===== src/rtl/load_align_unit.sv =====
// ============================================================================
// load_align_unit
// ----------------------------------------------------------------------------
// Read side of the MIPS data-memory interface. A load request from the MEM
// stage is checked for alignment, turned into a word read over a req/ready
// handshake, and the returned word is narrowed to the addressed byte or
// halfword with sign or zero extension. The result is presented with a
// one-cycle ld_valid pulse; busy lets the pipeline stall meanwhile.
//
// Parameters:
//   TIMEOUT   cycles mem_req may wait for mem_ready before the load aborts
//             with an error (1..255)
//
// Ports:
//   clk        in   1   system clock, rising edge
//   rst        in   1   asynchronous active-high reset
//   ld_req     in   1   load request, sampled only while busy=0
//   ld_type    in   3   000 LW, 001 LH, 010 LHU, 011 LB, 100 LBU, others reserved
//   ld_addr    in  32   byte address of the load
//   busy       out  1   a load is outstanding
//   ld_valid   out  1   one-cycle pulse, ld_data/ld_err are valid
//   ld_data    out 32   aligned, extended load result
//   ld_err     out  1   misaligned, reserved type or timeout
//   mem_req    out  1   read request to data memory
//   mem_addr   out 30   word address, stable while mem_req=1
//   mem_rdata  in  32   read word, valid with mem_ready
//   mem_ready  in   1   read completion, only looked at while mem_req=1
// ============================================================================
module load_align_unit #(
    parameter int TIMEOUT = 16
) (
    input  logic        clk,
    input  logic        rst,
    input  logic        ld_req,
    input  logic [2:0]  ld_type,
    input  logic [31:0] ld_addr,
    output logic        busy,
    output logic        ld_valid,
    output logic [31:0] ld_data,
    output logic        ld_err,
    output logic        mem_req,
    output logic [29:0] mem_addr,
    input  logic [31:0] mem_rdata,
    input  logic        mem_ready
);

    localparam logic [2:0] T_LW  = 3'b000;
    localparam logic [2:0] T_LH  = 3'b001;
    localparam logic [2:0] T_LHU = 3'b010;
    localparam logic [2:0] T_LB  = 3'b011;
    localparam logic [2:0] T_LBU = 3'b100;

    // The timeout fires on the wait cycle where the counter already holds
    // TIMEOUT-1, so mem_req is high for exactly TIMEOUT cycles.
    localparam logic [7:0] CNT_LAST = 8'(TIMEOUT - 1);

    typedef enum logic [1:0] {
        IDLE,
        WAIT,
        RESP
    } state_t;

    state_t      state;
    state_t      state_next;
    logic [2:0]  type_q;
    logic [1:0]  lane_q;
    logic [7:0]  wait_cnt;
    logic        req_legal;
    logic        finish_ok;
    logic        finish_err;
    logic [15:0] sel_half;
    logic [7:0]  sel_byte;
    logic [31:0] extracted;

    // Outputs that are pure functions of the state. Keeping mem_req and
    // ld_valid combinational from the state register means an async reset
    // drops them in the same cycle it is asserted.
    assign busy     = (state != IDLE);
    assign mem_req  = (state == WAIT);
    assign ld_valid = (state == RESP);

    // Decide whether an incoming request is legal: words must be word
    // aligned, halfwords halfword aligned, bytes are always fine and the
    // reserved encodings are rejected outright.
    always_comb begin
        req_legal = 1'b0;
        case (ld_type)
            T_LW:         req_legal = (ld_addr[1:0] == 2'b00);
            T_LH, T_LHU:  req_legal = ~ld_addr[0];
            T_LB, T_LBU:  req_legal = 1'b1;
            default:      req_legal = 1'b0;
        endcase
    end

    // Narrow the returned word using the type and byte lane captured when
    // the request was accepted, then sign or zero extend it.
    always_comb begin
        sel_half  = lane_q[1] ? mem_rdata[31:16] : mem_rdata[15:0];
        sel_byte  = mem_rdata[7:0];
        extracted = '0;
        case (lane_q)
            2'b00:   sel_byte = mem_rdata[7:0];
            2'b01:   sel_byte = mem_rdata[15:8];
            2'b10:   sel_byte = mem_rdata[23:16];
            default: sel_byte = mem_rdata[31:24];
        endcase
        case (type_q)
            T_LW:    extracted = mem_rdata;
            T_LH:    extracted = {{16{sel_half[15]}}, sel_half};
            T_LHU:   extracted = {16'h0000, sel_half};
            T_LB:    extracted = {{24{sel_byte[7]}}, sel_byte};
            T_LBU:   extracted = {24'h000000, sel_byte};
            default: extracted = '0;
        endcase
    end

    // Next-state logic. finish_ok/finish_err mark the transition into RESP
    // and tell the result registers what to capture. A mem_ready arriving
    // on the same cycle as the timeout still counts as a good completion.
    always_comb begin
        state_next = state;
        finish_ok  = 1'b0;
        finish_err = 1'b0;
        case (state)
            IDLE: begin
                if (ld_req) begin
                    if (req_legal) begin
                        state_next = WAIT;
                    end else begin
                        state_next = RESP;
                        finish_err = 1'b1;
                    end
                end
            end
            WAIT: begin
                if (mem_ready) begin
                    state_next = RESP;
                    finish_ok  = 1'b1;
                end else if (wait_cnt == CNT_LAST) begin
                    state_next = RESP;
                    finish_err = 1'b1;
                end
            end
            RESP: begin
                state_next = IDLE;
            end
            default: begin
                state_next = IDLE;
            end
        endcase
    end

    // State register.
    always_ff @(posedge clk or posedge rst) begin
        if (rst) begin
            state <= IDLE;
        end else begin
            state <= state_next;
        end
    end

    // Request capture: type, byte lane and word address are only taken
    // while idle, so requests arriving during a load are simply dropped and
    // mem_addr stays stable for the whole handshake.
    always_ff @(posedge clk or posedge rst) begin
        if (rst) begin
            type_q   <= '0;
            lane_q   <= '0;
            mem_addr <= '0;
        end else if (state == IDLE && ld_req) begin
            type_q   <= ld_type;
            lane_q   <= ld_addr[1:0];
            mem_addr <= ld_addr[31:2];
        end
    end

    // Timeout counter: counts wait cycles without mem_ready and is cleared
    // whenever the FSM is not actively waiting.
    always_ff @(posedge clk or posedge rst) begin
        if (rst) begin
            wait_cnt <= '0;
        end else if (state == WAIT && !mem_ready) begin
            wait_cnt <= wait_cnt + 8'd1;
        end else begin
            wait_cnt <= '0;
        end
    end

    // Result registers are loaded only on the way into RESP and otherwise
    // keep their previous contents, so the last result stays readable.
    always_ff @(posedge clk or posedge rst) begin
        if (rst) begin
            ld_data <= '0;
            ld_err  <= 1'b0;
        end else if (finish_ok) begin
            ld_data <= extracted;
            ld_err  <= 1'b0;
        end else if (finish_err) begin
            ld_data <= '0;
            ld_err  <= 1'b1;
        end
    end

endmodule


===== config.mk =====
export PLATFORM = sky130hd
export DESIGN_NAME = load_align_unit
export DESIGN_NICKNAME = d
export VERILOG_FILES = /design/src/rtl/load_align_unit.sv
export SDC_FILE = /design/constraint.sdc
export NUM_CORES = 1
export LEC_CHECK = 0
export CAP_MARGIN = 20
export CELL_PAD_IN_SITES_DETAIL_PLACEMENT = 0
export CELL_PAD_IN_SITES_GLOBAL_PLACEMENT = 1
export CORE_MARGIN = 2
export CORE_UTILIZATION = 30
export DETAILED_ROUTE_END_ITERATION = 8
export GPL_ROUTABILITY_DRIVEN = 0
export PLACE_DENSITY = 0.78
export SETUP_SLACK_MARGIN = 0.5
export SLEW_MARGIN = 20
export SYNTH_ARGS = -nofsm -noshare
export SYNTH_HDL_FRONTEND = slang
export SYNTH_SLANG_ARGS = --single-unit

===== constraint.sdc =====
create_clock -name clk -period 2.7 [get_ports clk]
set_clock_uncertainty 0.15 [all_clocks]
set_input_delay 0.405 -clock clk [delete_from_list [all_inputs] [get_ports clk]]
set_output_delay 0.405 -clock clk [all_outputs]
set_load 0.01 [all_outputs]

==> impl_metrics.toml, run 1 <==
[run_status]
status = "finished clean"

[power_and_ir_drop]
power_frac_clock_pct = 21.5
powerDensity_nw_per_um2 = 1080
switchingPower_uw = 1916
p_leak_uw = 0.002220
internal-power_uw = 4005
ir_drop_uv = 515.0
swShare_pct = 32.36
sequentialPowerShare_pct = 33.1
p_comb_share_pct = 45.4
power_uw = 5921

[floorplanning]
dieArea_um2 = 12970
initial_core_util_pct = 30.41
pin_count = 137
core-area_um2 = 11910
fp.dieH_um = 113.9
rows = 40
die_width_um = 113.9

[sta]
maxSlewHeadroom_pct = 56.70
tightest_slew_ns = 0.6452
timing.final.crit_share_pct = 77.56
setup_viol = 0
hold_viol = 0
fin_setup_tns_ns = 0
period_minus_slack_ns = 2.094
rsz0062_at_grt = "false"
max_freq_ghz = 0.4775
finalMaxSlewViolations = 0

[route]
drtPass1Iterations = 5
via_per_inst = 5.089
m1WireLength_um = 4172
topRoutingLayerUsed = "met4"
met2_length_um = 4583
remaining_drc_errors = 0
vias = 2967
wl_met3_um = 892
ant_nets = 0
routed_wl_um = 9770
drt_iter0_drc = 183
avgRoutedWirePerCell_um = 16.76

[clocking]
cts_buffers = 9
cts_setup_buffers = 0
cts_buffer_depth = 2
cts_tree = "yes"
hold_buffers = 0
h-tree-depth = 3
clk_latency_ns = 0.33
cts.sinks = 78
cts_root_buffer = "clkbuf_16"
path_clk_slew_ns = 0.06

[yosys]
yosys_register_bits = 78
yosys_warnings = 0
post-synth-top-count-cell = "dfrtp_1"
synth_edf_count = 0
syn_avg_cell_area_um2 = 12.24
ys_types = 42
async_flop_share_pct = 100.0
synth_largest_area_cell = "dfrtp_1"
yosysSeqAreaShare_pct = 53.89
syn_nets = 368
synth_common_cells = "dfrtp_1, mux2_2, o2bb2ai_1"
ys.flop_type = "dfrtp_1"
synth_top_cell_area_share_pct = 53.89
syn_inst = 296
synth_area_leaders = "dfrtp_1, mux2_2, o2bb2ai_1"
syn_area_um2 = 3622

[place]
postPlaceCellArea_um2 = 5164
hpwl_um = 7281
dp_cells = 568
port_buffers = 136

[job]
maxCapViolations = 0

[grt]
grt_overflow = 0
grt_pass1_vias = 3032
grt_pass1_wl_um = 15720
grt_antenna_before_repair = 0
grt_usage_pct = 15.42
grt_max_degree = 48

[finish]
stdcell_count = 583
fillers = 1137
fin_area_um2 = 5483
layout.nets = 504
area_growth_pct = 51.36
drive_gt1_share_pct = 17.66
num_antenna_cells = 0

[worst_setup_path]
worstSetupEndpointType = "flop"
crit_path_start = "wait_cnt[4]$_DFF_PP0_"
cp_max_fo = 24
worstReg2RegStart = "wait_cnt[4]$_DFF_PP0_"
cp.required_ns = 2.76
start_kind = "flop"
worstSetupPathType = "reg2reg"
arrival_ns = 2.16

[worst_hold_path]
hold_path.class = "in2async"
[area by class of cell]
cell class	count	area (um2)	area share [%]
timing repair buffer	147	1456	26.56
inverter	4	18.77	0.3423
clock inverter	5	83.83	1.529
multi-input combinational	192	1558	28.41
tap	147	183.9	3.355
clock buffer	10	229.0	4.176
sequential	78	1953	35.62
[power groups by stage]
stage	Clock, uW	Combinational [uW]	Sequential, uW
global route	1360	2900	2040
detailed placement	0	2710	1970
finish	1280	2690	1960
global placement	0	2680	1960
floorplan	0	1330	2070
CTS	1310	2720	1970
[cell usage in the layout, fill, tap and decap left out, drive strengths merged, types with 2 or more instances in the layout]
| cell type | count |
|---|---|
| dfrtp | 78 |
| xor2 | 2 |
| o21a | 2 |
| nor2b | 5 |
| nand2 | 21 |
| and3 | 9 |
| mux4 | 8 |
| o2bb2ai | 24 |
| o21ai | 8 |
| nor2 | 14 |
| buf | 11 |
| a22o | 7 |
| xnor2 | 4 |
| or2 | 2 |
| clkinvlp | 3 |
| nand2b | 3 |
| a221o | 8 |
| inv | 4 |
| mux2 | 35 |
| clkdlybuf4s50 | 136 |
| a21oi | 20 |
| bufinv | 2 |
| nand3 | 4 |
| clkbuf | 10 |
[worst max-delay path: stages, from the launching register on]
cell     delay [ns]
dfrtp_1        0.41
or4_1          0.59
nor2_4         0.14
o21ai_1        0.07
and2_4         0.25
a221o_1        0.37
[cell families after synthesis]
| group | synth area share, % |
|---|---|
| flops | 53.89 |
| compound gates | 15.34 |
| simple gates | 9.465 |
| mux | 16.13 |
| buf+inv | 3.385 |
| xor+xnor | 1.451 |
| fa+ha+maj | 0.3454 |
[flip-flops by register name, summed over array words and instances, names as in the netlist]
name / count
type_q: 3
mem_addr: 30
ld_err: 1
ld_data: 32
lane_q: 2
wait_cnt: 8
state: 2
[routing by layer]
layer	GRT usage, %	vias up
met5	0	-
met4	4.146	0
met3	5.685	10
met2	24.43	136
met1	20.04	1464
li1	-	1357
[final timing paths]
check / endpoint / slack (ns) / cells past startpoint
min in group clk: wait_cnt[0]$_DFF_PP0_ / 0.30 / 1
max in group asynchronous: lane_q[1]$_DFFE_PP0P_ / 1.57 / 3
setup reg to reg: ld_data[4]$_DFFE_PP0P_ / 0.61 / 5
setup / recovery: ld_data[4]$_DFFE_PP0P_ / 0.61 / 5
hold / removal: mem_addr[27]$_DFFE_PP0P_ / 0.27 / 2
hold reg to reg: wait_cnt[0]$_DFF_PP0_ / 0.30 / 1
[per-stage QoR]
step	utilization, %	hold slack, ns	worst slack (ns)
2_1_floorplan	-	0.2751	0.6096
4_1_cts	45.98	0.2812	0.5865
6_report	46.03	0.2691	0.6058
5_1_grt	46.03	0.3082	0.5010
3_3_place_gp	43.35	0.2934	0.3692
3_5_place_dp	43.35	0.2983	0.3428
[repair_timing]
| item | CTS | global route |
|---|---|---|
| gates resized for setup | 0 | 2 |
| setup endpoints to repair | 0 | 3 |
| hold endpoints to repair | 0 | 0 |
No activity file was read; power rests on OpenSTA's default activity.
==> run 2, diff against run 1 <==
PLACE_DENSITY = 0.81   (was 0.78)
clock period = 1.9 ns   (was 2.7 ns; I/O delays follow)
==> run 2 against run 1 <==
The run now ends with setup timing left. Critical path type unchanged. Clock power up 40%. Sequential share of layout area down 6.9 points. First-iteration DRC count up 9.3%. Highest routed layer unchanged.
==> impl_metrics.toml, run 2 (synthesis gave the netlist of run 1 again) <==
[worst_setup_path]
cp_top_family = "multiplexers"
cp.depth = 6
cp.required_ns = 1.98
rr_worst_depth = 6
start_kind = "flop"
cp_max_fo = 8
worstSetupEndpointType = "flop"
critPathSlowestCell = "mux4_2"
worstSetupPathType = "reg2reg"
crit_path_max_incr_delay_ns = 0.50
arrival_ns = 2.04
crit_buf_inv = 1
path_cells = "nor2b_4 > mux4_2 > and3b_2 > clkbuf_16 > a21oi_4 > o2bb2ai_2"

[finish]
area_growth_pct = 87.50
seq_area_um2 = 1952
fin_util_pct = 57.02
fillers = 1017
top_register = "ld_data"
layout.nets = 617
num_antenna_cells = 0
multi_input_area_um2 = 2072
layout_commonest_cell = "buf_4"
largest_reg_flops = 32
layout_common_cells = "buf_4, dfrtp_1, clkdlybuf4s50_1"
top_regs = "ld_data (32), mem_addr (30), wait_cnt (8)"
drive_gt1_share_pct = 57.45

[power_and_ir_drop]
ir_drop_uv = 749.4
internal-power_uw = 6709
p_comb_share_pct = 56.0
p_leak_uw = 0.003122
power_frac_clock_pct = 17.4
powerDensity_nw_per_um2 = 1516
switchingPower_uw = 3590
sequentialPowerShare_pct = 26.6
swShare_pct = 34.86

[floorplanning]
rows = 40
initial_core_util_pct = 30.41
pin_count = 137
core-area_um2 = 11910
fp.dieH_um = 113.9
die_width_um = 113.9
dieArea_um2 = 12970

[sta]
rsz0062_at_grt = "true"
fin_hold_ws_ns = 0.1606
tightest_slew_ns = 0.4341
finalMaxSlewViolations = 0
timing.final.crit_share_pct = 103.1
period_minus_slack_ns = 1.959
setup_viol = 32
hold_viol = 0
max_freq_ghz = 0.5105
final.setup.worst_slack_ns = -0.05871
maxSlewHeadroom_pct = 71.00

[worst_hold_path]
hold_path.class = "in2async"

[grt]
grt_antenna_before_repair = 0
met3_usage_pct = 6.429
grt_usage_pct = 19.48
grt_overflow = 0
met2_usage_pct = 32.22
grt_pass1_vias = 3629
grt_pass1_wl_um = 19440
grtUsageMet1_pct = 24.78
grt-busiest-layer = "met2"
grt_max_degree = 34

[route]
avgRoutedWirePerCell_um = 18.28
drtPass1Iterations = 4
drt_iter0_drc = 200
via_per_inst = 4.989
routed_wl_um = 12740
ant_nets = 0
remaining_drc_errors = 0
vias = 3477

[place]
port_buffers = 136
hpwl_um = 8383

[job]
maxCapViolations = 0

[clocking]
h-tree-depth = 3
cts_tree = "yes"
cts_root_buffer = "clkbuf_16"
path_clk_slew_ns = 0.07
cts.sinks = 78
cts_buffer_depth = 2
clk_latency_ns = 0.34
cts_buffers = 9

[run_status]
violations = "setup timing"
status = "complete, but fails checks"
==> run 2: cell count changes in the layout (fill, tap and decap cells not counted), moves of 13 or more <==
cell and delta:
buf_4 +79, clkdlybuf4s50_1 -66, clkbuf_2 +13, a21oi_1 -17, buf_6 +21, mux2_4 +35
mux2_2 -35, buf_2 +48
==> run 2: worst reg2reg max path, delay by kind of cell (launching register included) <==
| family | cells | cell delay (ns) |
|---|---|---|
| muxes | 1 | 0.50 |
| and+or+nand+nor | 2 | 0.41 |
| DFF | 1 | 0.41 |
| buffers and inverters | 1 | 0.19 |
| AOI/OAI and AO/OA | 2 | 0.19 |
==> run 2: routing by layer <==
layer,share of wire (%),wire (um),up-vias
met4,1.6,200,0
met3,8.8,1121,14
li1,-,-,1593
met1,41,5242,1701
met2,48,6178,169
met5,0,0,-
==> run 2: layout make-up <==
class	instances	share of cell area [%]
Timing Repair Buffer	259	33.24
Tap cell	147	2.708
Sequential cell	78	28.74
Clock inverter	6	1.013
Multi-Input combinational cell	193	30.51
Inverter	4	0.2763
Clock buffer	10	3.519
==> run 2: through the flow <==
step	setup slack, ns	std cells	power (uW)	instance area, um2	TNS, ns
2_1_floorplan	-0.1894	296	5244	3814	-1.650
3_3_place_gp	-0.1933	624	7356	5763	-4.546
3_5_place_dp	-0.2516	624	7414	5763	-5.715
4_1_cts	-0.03254	671	9895	6599	-0.3684
5_1_grt	-0.1051	697	10870	6792	-3.009
6_report	-0.05871	697	10300	6792	-0.7787
==> run 2: path summary, 6_finish.rpt <==
check / start / end / slack [ns]
setup / recovery: lane_q[0]$_DFFE_PP0P_ / ld_data[25]$_DFFE_PP0P_ / -0.06
hold / removal: rst / mem_addr[22]$_DFFE_PP0P_ / 0.16
setup reg to reg: lane_q[0]$_DFFE_PP0P_ / ld_data[25]$_DFFE_PP0P_ / -0.06
hold reg to reg: ld_data[9]$_DFFE_PP0P_ / ld_data[9]$_DFFE_PP0P_ / 0.34
max in group asynchronous: rst / ld_data[6]$_DFFE_PP0P_ / 0.95
min in group clk: ld_data[9]$_DFFE_PP0P_ / ld_data[9]$_DFFE_PP0P_ / 0.34
==> run 2: power by group through the flow <==
stage                     clock network, uW  registers (uW)  logic (uW)
after global placement                    0            2770        4590
final                                  1790            2740        5770
after global routing                   1910            2820        6130
after CTS                              1820            2750        5320
after detailed placement                  0            2750        4670
after floorplan                           0            2950        2290
==> run 2: timing repair <==
item,4_1_cts,5_1_grt
gates resized for setup,264,104
hold buffers,0,0
gates cloned,6,0
buffers inserted,25,26
setup endpoints to repair,137,131
pin swaps,21,12
